--- src/rtl/gb_bus_pkg.sv ---
// gb_bus_pkg: cartridge bus states, address map constants and the shared address decode
package gb_bus_pkg;
  typedef enum logic [2:0] {IDLE, SETUP, STROBE, HOLD, DONE} state_t;
  localparam logic [15:0] CART_ROM_END = 16'h8000;
  localparam logic [15:0] EXTRAM_BASE = 16'hA000;
  localparam logic [15:0] EXTRAM_END = 16'hBFFF;
  localparam logic [7:0] OPEN_BUS = 8'hFF;
  typedef struct packed {
    logic in_rom;
    logic in_ram;
  } decode_t;
  function automatic decode_t decode(input logic [15:0] addr);
    decode_t d;
    d.in_rom = addr < CART_ROM_END;
    d.in_ram = addr >= EXTRAM_BASE && addr <= EXTRAM_END;
    return d;
  endfunction
endpackage

--- src/rtl/cart_bus_master_if.sv ---
// cart_bus_master_if: system-side request/response bus of the cartridge bus master
//   req_valid/req_ready/req_addr/req_we/req_wdata: single-byte request handshake
//   rsp_valid/rsp_rdata: one-cycle completion pulse with read data
interface cart_bus_master_if;
  logic req_valid;
  logic req_ready;
  logic [15:0] req_addr;
  logic req_we;
  logic [7:0] req_wdata;
  logic rsp_valid;
  logic [7:0] rsp_rdata;
  modport master (
    output req_valid, req_addr, req_we, req_wdata,
    input req_ready, rsp_valid, rsp_rdata
  );
  modport slave (
    input req_valid, req_addr, req_we, req_wdata,
    output req_ready, rsp_valid, rsp_rdata
  );
endinterface

--- src/rtl/cart_bus_master.sv ---
// cart_bus_master: sequences single-byte system requests onto the cartridge edge connector
//   clk, rst_n: clock and asynchronous active-low reset
//   bus: request/response handshake (slave side)
//   cart_addr/cart_dout/cart_doe/cart_din: cartridge address and data pins
//   cart_rd_n/cart_wr_n/cart_cs_n: active-low strobes and external RAM select, all registered
module cart_bus_master
  import gb_bus_pkg::*;
#(
  parameter int SETUP_CYCLES = 1,
  parameter int STROBE_CYCLES = 2,
  parameter int HOLD_CYCLES = 1
) (
  input logic clk,
  input logic rst_n,
  cart_bus_master_if.slave bus,
  output logic [15:0] cart_addr,
  output logic [7:0] cart_dout,
  output logic cart_doe,
  input logic [7:0] cart_din,
  output logic cart_rd_n,
  output logic cart_wr_n,
  output logic cart_cs_n
);
  localparam int MAXC = SETUP_CYCLES > STROBE_CYCLES ?
    (SETUP_CYCLES > HOLD_CYCLES ? SETUP_CYCLES : HOLD_CYCLES) :
    (STROBE_CYCLES > HOLD_CYCLES ? STROBE_CYCLES : HOLD_CYCLES);
  localparam int CW = $clog2(MAXC) + 1;
  localparam logic [CW-1:0] SETUP_LD = CW'(SETUP_CYCLES - 1);
  localparam logic [CW-1:0] STROBE_LD = CW'(STROBE_CYCLES - 1);
  localparam logic [CW-1:0] HOLD_LD = CW'(HOLD_CYCLES - 1);
  state_t state;
  logic [CW-1:0] cnt;
  logic we;
  logic ready;
  logic rsp_valid;
  logic [7:0] rsp_rdata;
  decode_t dec;
  assign dec = decode(bus.req_addr);
  assign bus.req_ready = ready;
  assign bus.rsp_valid = rsp_valid;
  assign bus.rsp_rdata = rsp_rdata;
  always_ff @(posedge clk or negedge rst_n) begin
    if (!rst_n) begin
      state <= IDLE;
      cnt <= '0;
      we <= 1'b0;
      ready <= 1'b1;
      rsp_valid <= 1'b0;
      rsp_rdata <= 8'h00;
      cart_addr <= 16'h0000;
      cart_dout <= 8'h00;
      cart_doe <= 1'b0;
      cart_rd_n <= 1'b1;
      cart_wr_n <= 1'b1;
      cart_cs_n <= 1'b1;
    end else begin
      case (state)
        IDLE: if (bus.req_valid && ready) begin
          ready <= 1'b0;
          if (dec.in_rom || dec.in_ram) begin
            state <= SETUP;
            cnt <= SETUP_LD;
            we <= bus.req_we;
            cart_addr <= bus.req_addr;
            cart_cs_n <= !dec.in_ram;
            cart_doe <= bus.req_we;
            if (bus.req_we) cart_dout <= bus.req_wdata;
          end else begin
            // unmapped addresses complete at once with open-bus data, pins untouched
            state <= DONE;
            rsp_valid <= 1'b1;
            rsp_rdata <= OPEN_BUS;
          end
        end
        SETUP: if (cnt == '0) begin
          state <= STROBE;
          cnt <= STROBE_LD;
          cart_rd_n <= we;
          cart_wr_n <= !we;
        end else cnt <= cnt - CW'(1);
        STROBE: if (cnt == '0) begin
          // read data is sampled on the edge that ends the last strobe cycle
          state <= HOLD;
          cnt <= HOLD_LD;
          cart_rd_n <= 1'b1;
          cart_wr_n <= 1'b1;
          if (!we) rsp_rdata <= cart_din;
        end else cnt <= cnt - CW'(1);
        HOLD: if (cnt == '0) begin
          state <= DONE;
          rsp_valid <= 1'b1;
          cart_cs_n <= 1'b1;
          cart_doe <= 1'b0;
        end else cnt <= cnt - CW'(1);
        DONE: begin
          state <= IDLE;
          rsp_valid <= 1'b0;
          ready <= 1'b1;
        end
        default: state <= IDLE;
      endcase
    end
  end
endmodule

--- src/flat_wrapper.sv ---
// flat-port wrapper written by rule: the top's interface ports become plain ports
module cart_bus_master_flat import gb_bus_pkg::*;
#(
  parameter int SETUP_CYCLES = 1,
  parameter int STROBE_CYCLES = 2,
  parameter int HOLD_CYCLES = 1
)
  (clk, rst_n, cart_addr, cart_dout, cart_doe, cart_din, cart_rd_n, cart_wr_n, cart_cs_n, bus_req_valid, bus_req_addr, bus_req_we, bus_req_wdata, bus_req_ready, bus_rsp_valid, bus_rsp_rdata);
  cart_bus_master_if bus_i ();
  input logic clk;
  input logic rst_n;
  output logic [15:0] cart_addr;
  output logic [7:0] cart_dout;
  output logic cart_doe;
  input logic [7:0] cart_din;
  output logic cart_rd_n;
  output logic cart_wr_n;
  output logic cart_cs_n;
  input wire logic [$bits(bus_i.req_valid)-1:0] bus_req_valid;
  input wire logic [$bits(bus_i.req_addr)-1:0] bus_req_addr;
  input wire logic [$bits(bus_i.req_we)-1:0] bus_req_we;
  input wire logic [$bits(bus_i.req_wdata)-1:0] bus_req_wdata;
  output wire logic [$bits(bus_i.req_ready)-1:0] bus_req_ready;
  output wire logic [$bits(bus_i.rsp_valid)-1:0] bus_rsp_valid;
  output wire logic [$bits(bus_i.rsp_rdata)-1:0] bus_rsp_rdata;
  assign bus_i.req_valid = bus_req_valid;
  assign bus_i.req_addr = bus_req_addr;
  assign bus_i.req_we = bus_req_we;
  assign bus_i.req_wdata = bus_req_wdata;
  assign bus_req_ready = bus_i.req_ready;
  assign bus_rsp_valid = bus_i.rsp_valid;
  assign bus_rsp_rdata = bus_i.rsp_rdata;
  cart_bus_master #(.SETUP_CYCLES(SETUP_CYCLES), .STROBE_CYCLES(STROBE_CYCLES), .HOLD_CYCLES(HOLD_CYCLES)) u_core (.clk(clk), .rst_n(rst_n), .bus(bus_i), .cart_addr(cart_addr), .cart_dout(cart_dout), .cart_doe(cart_doe), .cart_din(cart_din), .cart_rd_n(cart_rd_n), .cart_wr_n(cart_wr_n), .cart_cs_n(cart_cs_n));
endmodule
--- config.mk ---
export PLATFORM = sky130hd
export DESIGN_NAME = cart_bus_master_flat
export DESIGN_NICKNAME = d
export VERILOG_FILES = /design/src/rtl/gb_bus_pkg.sv /design/src/rtl/cart_bus_master_if.sv /design/src/rtl/cart_bus_master.sv /design/src/flat_wrapper.sv
export SDC_FILE = /design/constraint.sdc
export NUM_CORES = 1
export LEC_CHECK = 0
export CAP_MARGIN = 20
export CORE_MARGIN = 5
export CORE_UTILIZATION = 40
export CTS_CLUSTER_DIAMETER = 100
export CTS_CLUSTER_SIZE = 24
export DETAILED_ROUTE_END_ITERATION = 6
export PLACE_DENSITY = 0.86
export REMOVE_ABC_BUFFERS = 1
export SYNTH_ARGS = -nofsm -noshare
export SYNTH_HDL_FRONTEND = slang
export SYNTH_SLANG_ARGS = --single-unit
--- constraint.sdc ---
create_clock -name clk -period 1.91 [get_ports clk]
set_input_delay 0.382 -clock clk [delete_from_list [all_inputs] [get_ports clk]]
set_output_delay 0.382 -clock clk [all_outputs]
set_load 0.05 [all_outputs]
==> results of run 1 <==
[worst reg2reg max path, stage by stage, from the launching register on]
cell and delay, ns:
dfstp_2 0.58, a211oi_1 0.10, nor2_1 0.13, or4b_1 0.44
buf_4 0.19, mux2_2 0.28
[sequential cells by signal, indices dropped and copies added (netlist names), 2 cells and up]
name	flops
u_core.cnt	2
u_core.cart_dout	8
u_core.cart_addr	16
u_core.bus.rsp_rdata	8
u_core.state	3
[area by class of cell]
class	count	area [sq um]
clock buffer	7	86.3
clock inverter	1	7.51
fill	436	2030
inverter	4	15.0
multi-input combinational	105	886
sequential	44	1110
tap	70	87.6
timing repair buffer	89	856
[per-layer routing]
metal	track usage, %	vias up	share of wire (%)
met5	0	-	0
met1	18.2	762	40
met3	5.37	7	7.4
li1	-	748	-
met2	26.8	56	52
met4	4.32	0	1.1
[cell usage after synthesis, drive strengths merged (3+ instances only)]
library cell	count	share of area (%)
dfrtp	40	48
mux2	34	20
nor2	11	2.0
or3	9	3.0
a21oi	6	2.0
clkbuf	6	1.1
nand2	6	1.1
o21ai	5	1.2
buf	4	1.8
dfstp	4	5.1
inv	4	0.73
ha	3	1.8
nand3	3	1.3
nor2b	3	0.91
o22a	3	1.3
[final timing paths]
path,start,endpoint,slack [ns],depth (start not counted)
hold / removal,rst_n,u_core.bus.rsp_rdata[4],0.06,1
min in group clk,u_core.cart_dout[5],u_core.cart_dout[5],0.50,1
setup reg to reg,u_core.bus.req_ready,u_core.bus.rsp_rdata[3],0.09,5
max in group asynchronous,rst_n,u_core.bus.req_ready,1.21,2
setup / recovery,bus_req_addr[14],u_core.bus.rsp_rdata[3],0.05,6
hold reg to reg,u_core.cart_dout[5],u_core.cart_dout[5],0.50,1
[power by group through the flow]
stage	sequential, mW	combinational (mW)	clock [mW]
finish	0.931	0.112	0.609
global route	0.931	0.124	0.679
CTS	0.931	0.115	0.631
detailed placement	0.949	0.115	0
global placement	0.949	0.113	0
floorplan	0.950	0.00879	0
[through the flow]
step           utilization [%]  TNS (ns)  area, sq um  power (mW)  cells
3_3_place_gp              57.9     -5.37         2940        1.06    312
6_report                  60.0         0         3040        1.65    320
3_5_place_dp              57.9     -5.73         2940        1.06    312
4_1_cts                   59.8         0         3030        1.68    320
5_1_grt                   60.0         0         3040        1.73    320
2_1_floorplan                -     -1.86         2000       0.958    153
[kinds of logic (layout without fill, tap and decap cells)]
family / after synthesis / count (layout)
multiplexers: 34 / 34
adder cells (fa/ha/maj): 3 / 3
AO/OA/AOI/OAI: 25 / 25
flip-flops: 44 / 44
XOR/XNOR: 1 / 1
buffers and inverters: 14 / 101
AND/OR/NAND/NOR: 42 / 42
==> key figures, run 1 <==
Power and ir drop
  • Sw Share: approximately a fifth
  • Pint: approximately 1.3 mW
  • Pleak: between 1 and 1.5 nW
  • Logic gate share of total power: 6.8%
  • Worst VDD drop: approximately 0.00039 V
  • Sequential power share: a little under three fifths
  • Clock Power Share: 36.8%
  • Sw power: roughly 350 uW
  • Pwr Density: 543 nW/um^2

Floorplanning
  • Height of the die: 81.8 microns
  • Die Wd: between 80 and 90 microns
  • Starting Density: around two fifths
  • Core area: slightly above 5000 sq um
  • Die area: approximately 6700 sq um
  • Row cnt: 26
  • IO Pins: between 70 and 80

Synth
  • Synth Area in Adders: 1.82%
  • Compound-Gate Fraction of Synth Area: about 8.7%
  • Largest family of logic cells by synthesized area: multiplexers
  • Syn_area_per_cell: 12.7 sq um
  • Ys flop type: dfrtp_1
  • Syn Inst Count: about 160
  • Yosys reg bits: between 40 and 50
  • Seq/Total Area, Yosys: 53.6%
  • Synth Cell Area: 2060 sq um
  • Synth cell types: 38
  • Synth Area in Simple Gates: 11.9%
  • Share of synthesized registers carrying an async set or reset: 100%
  • Yosys warnings: 0
  • Post-synthesis xor/xnor area fraction: less than 1%
  • Proportion of synthesized area in mux cells: about a fifth
  • Post-synth EDFFs: 0

Final layout
  • Most frequent cells in the layout: clkdlybuf4s50_1, dfrtp_1, buf_4
  • Ant. Diodes: 0
  • # nets final: 288
  • Commonest non-fill, non-tap cell in the layout: clkdlybuf4s50_1
  • Area grow syn2layout: 47.5%
  • Layout cells sized above 1: between 20% and 30%

Clock network
  • Clk root buf: clkbuf_8
  • Post-CTS Resized: 1
  • Clk sinks: between 40 and 50
  • CTS tree: built
  • Cts hold-fix bufs: 0
  • Clock Pin Slew Worst Setup and Hold Paths: around 0.080 ns
  • H-tree depth: 2
  • Setup Buffers After CTS: 0
  • CTS Buf Count: 5
  • Clk_lat worst skew: around 0.30 ns
  • CTS max path bufs: 2

Setup path
  • Critical path's slowest cell: clkdlybuf4s50_1
  • CP endpoint kind: flop
  • CP peak stage delay: approximately 0.47 ns
  • Worst path buffer plus inverter count: 2
  • Critical path type: in2reg
  • Crit path max-delay family: buffers and inverters
  • Crit path max fanout: 8
  • Crit-path cells: clkdlybuf4s50_1 > nand2b_1 > a21oi_4 > or4b_1 > buf_4 > mux2_2
  • Startpoint types: input pin
  • Critical Path RT: approximately 2.1 ns
  • Critical path arrival: 2.04 ns

Placement
  • Gpl congestion: roughly 0.84
  • PortBufs: 73
  • Pre-CTS setup slack: -0.256 ns
  • Post-DP HPWL: between 3 and 4 mm

Min path
  • Worst min path class: in2async

STA
  • Skew final: approximately 0.0056 ns
  • Fin crit share: a little over nine tenths
  • Final Hold Fails: 0
  • Worst hold slack: 0.0618 ns
  • Slew @ Worst Pin: 0.549 ns
  • Final setup fails: 0
  • Final worst slack: 0.0524 ns
  • Fmax: roughly 540 MHz
  • Final Max Slew Viols: 0
  • RSZ-0062 raised after global routing: no
  • Max-slew headroom: 63.4%
  • Fin crit period: ~1.9 ns

GRT
  • Global route overflow: 0
  • Vias in the first global route: ~1,700
  • First-pass GRT wire length: about 8 mm
  • Initial antenna violation count: 0
  • GRT Util Overall: between 10% and 20%
  • Largest net degree at the start of global routing: 25

Detailed routing
  • Wirelength, routed: between 4 and 5 mm
  • Drt initial violations: approximately 120
  • Remaining DRCs: 0
  • Post-DRT Antenna Nets: 0
  • Vias: approximately 1,600
  • Wirelength per Cell: around 15 microns
  • Drt first pass iters: 4
  • Vias per cell: about 5

Job
  • Max-Cap Viols: 0

Run status
  • Status: complete, no violations
(Power assumes the default switching activity.)
==> inputs of run 2 (changes only) <==
--- a/config.mk
+++ b/config.mk
@@ -5,6 +5,7 @@
 export SDC_FILE = /design/constraint.sdc
 export NUM_CORES = 1
 export LEC_CHECK = 0
+export ABC_CLOCK_PERIOD_IN_PS = 1910
 export CAP_MARGIN = 20
 export CORE_MARGIN = 5
 export CORE_UTILIZATION = 40
==> results of run 2 <==
Final layout, timing and power as in run 1 (identical DEF).
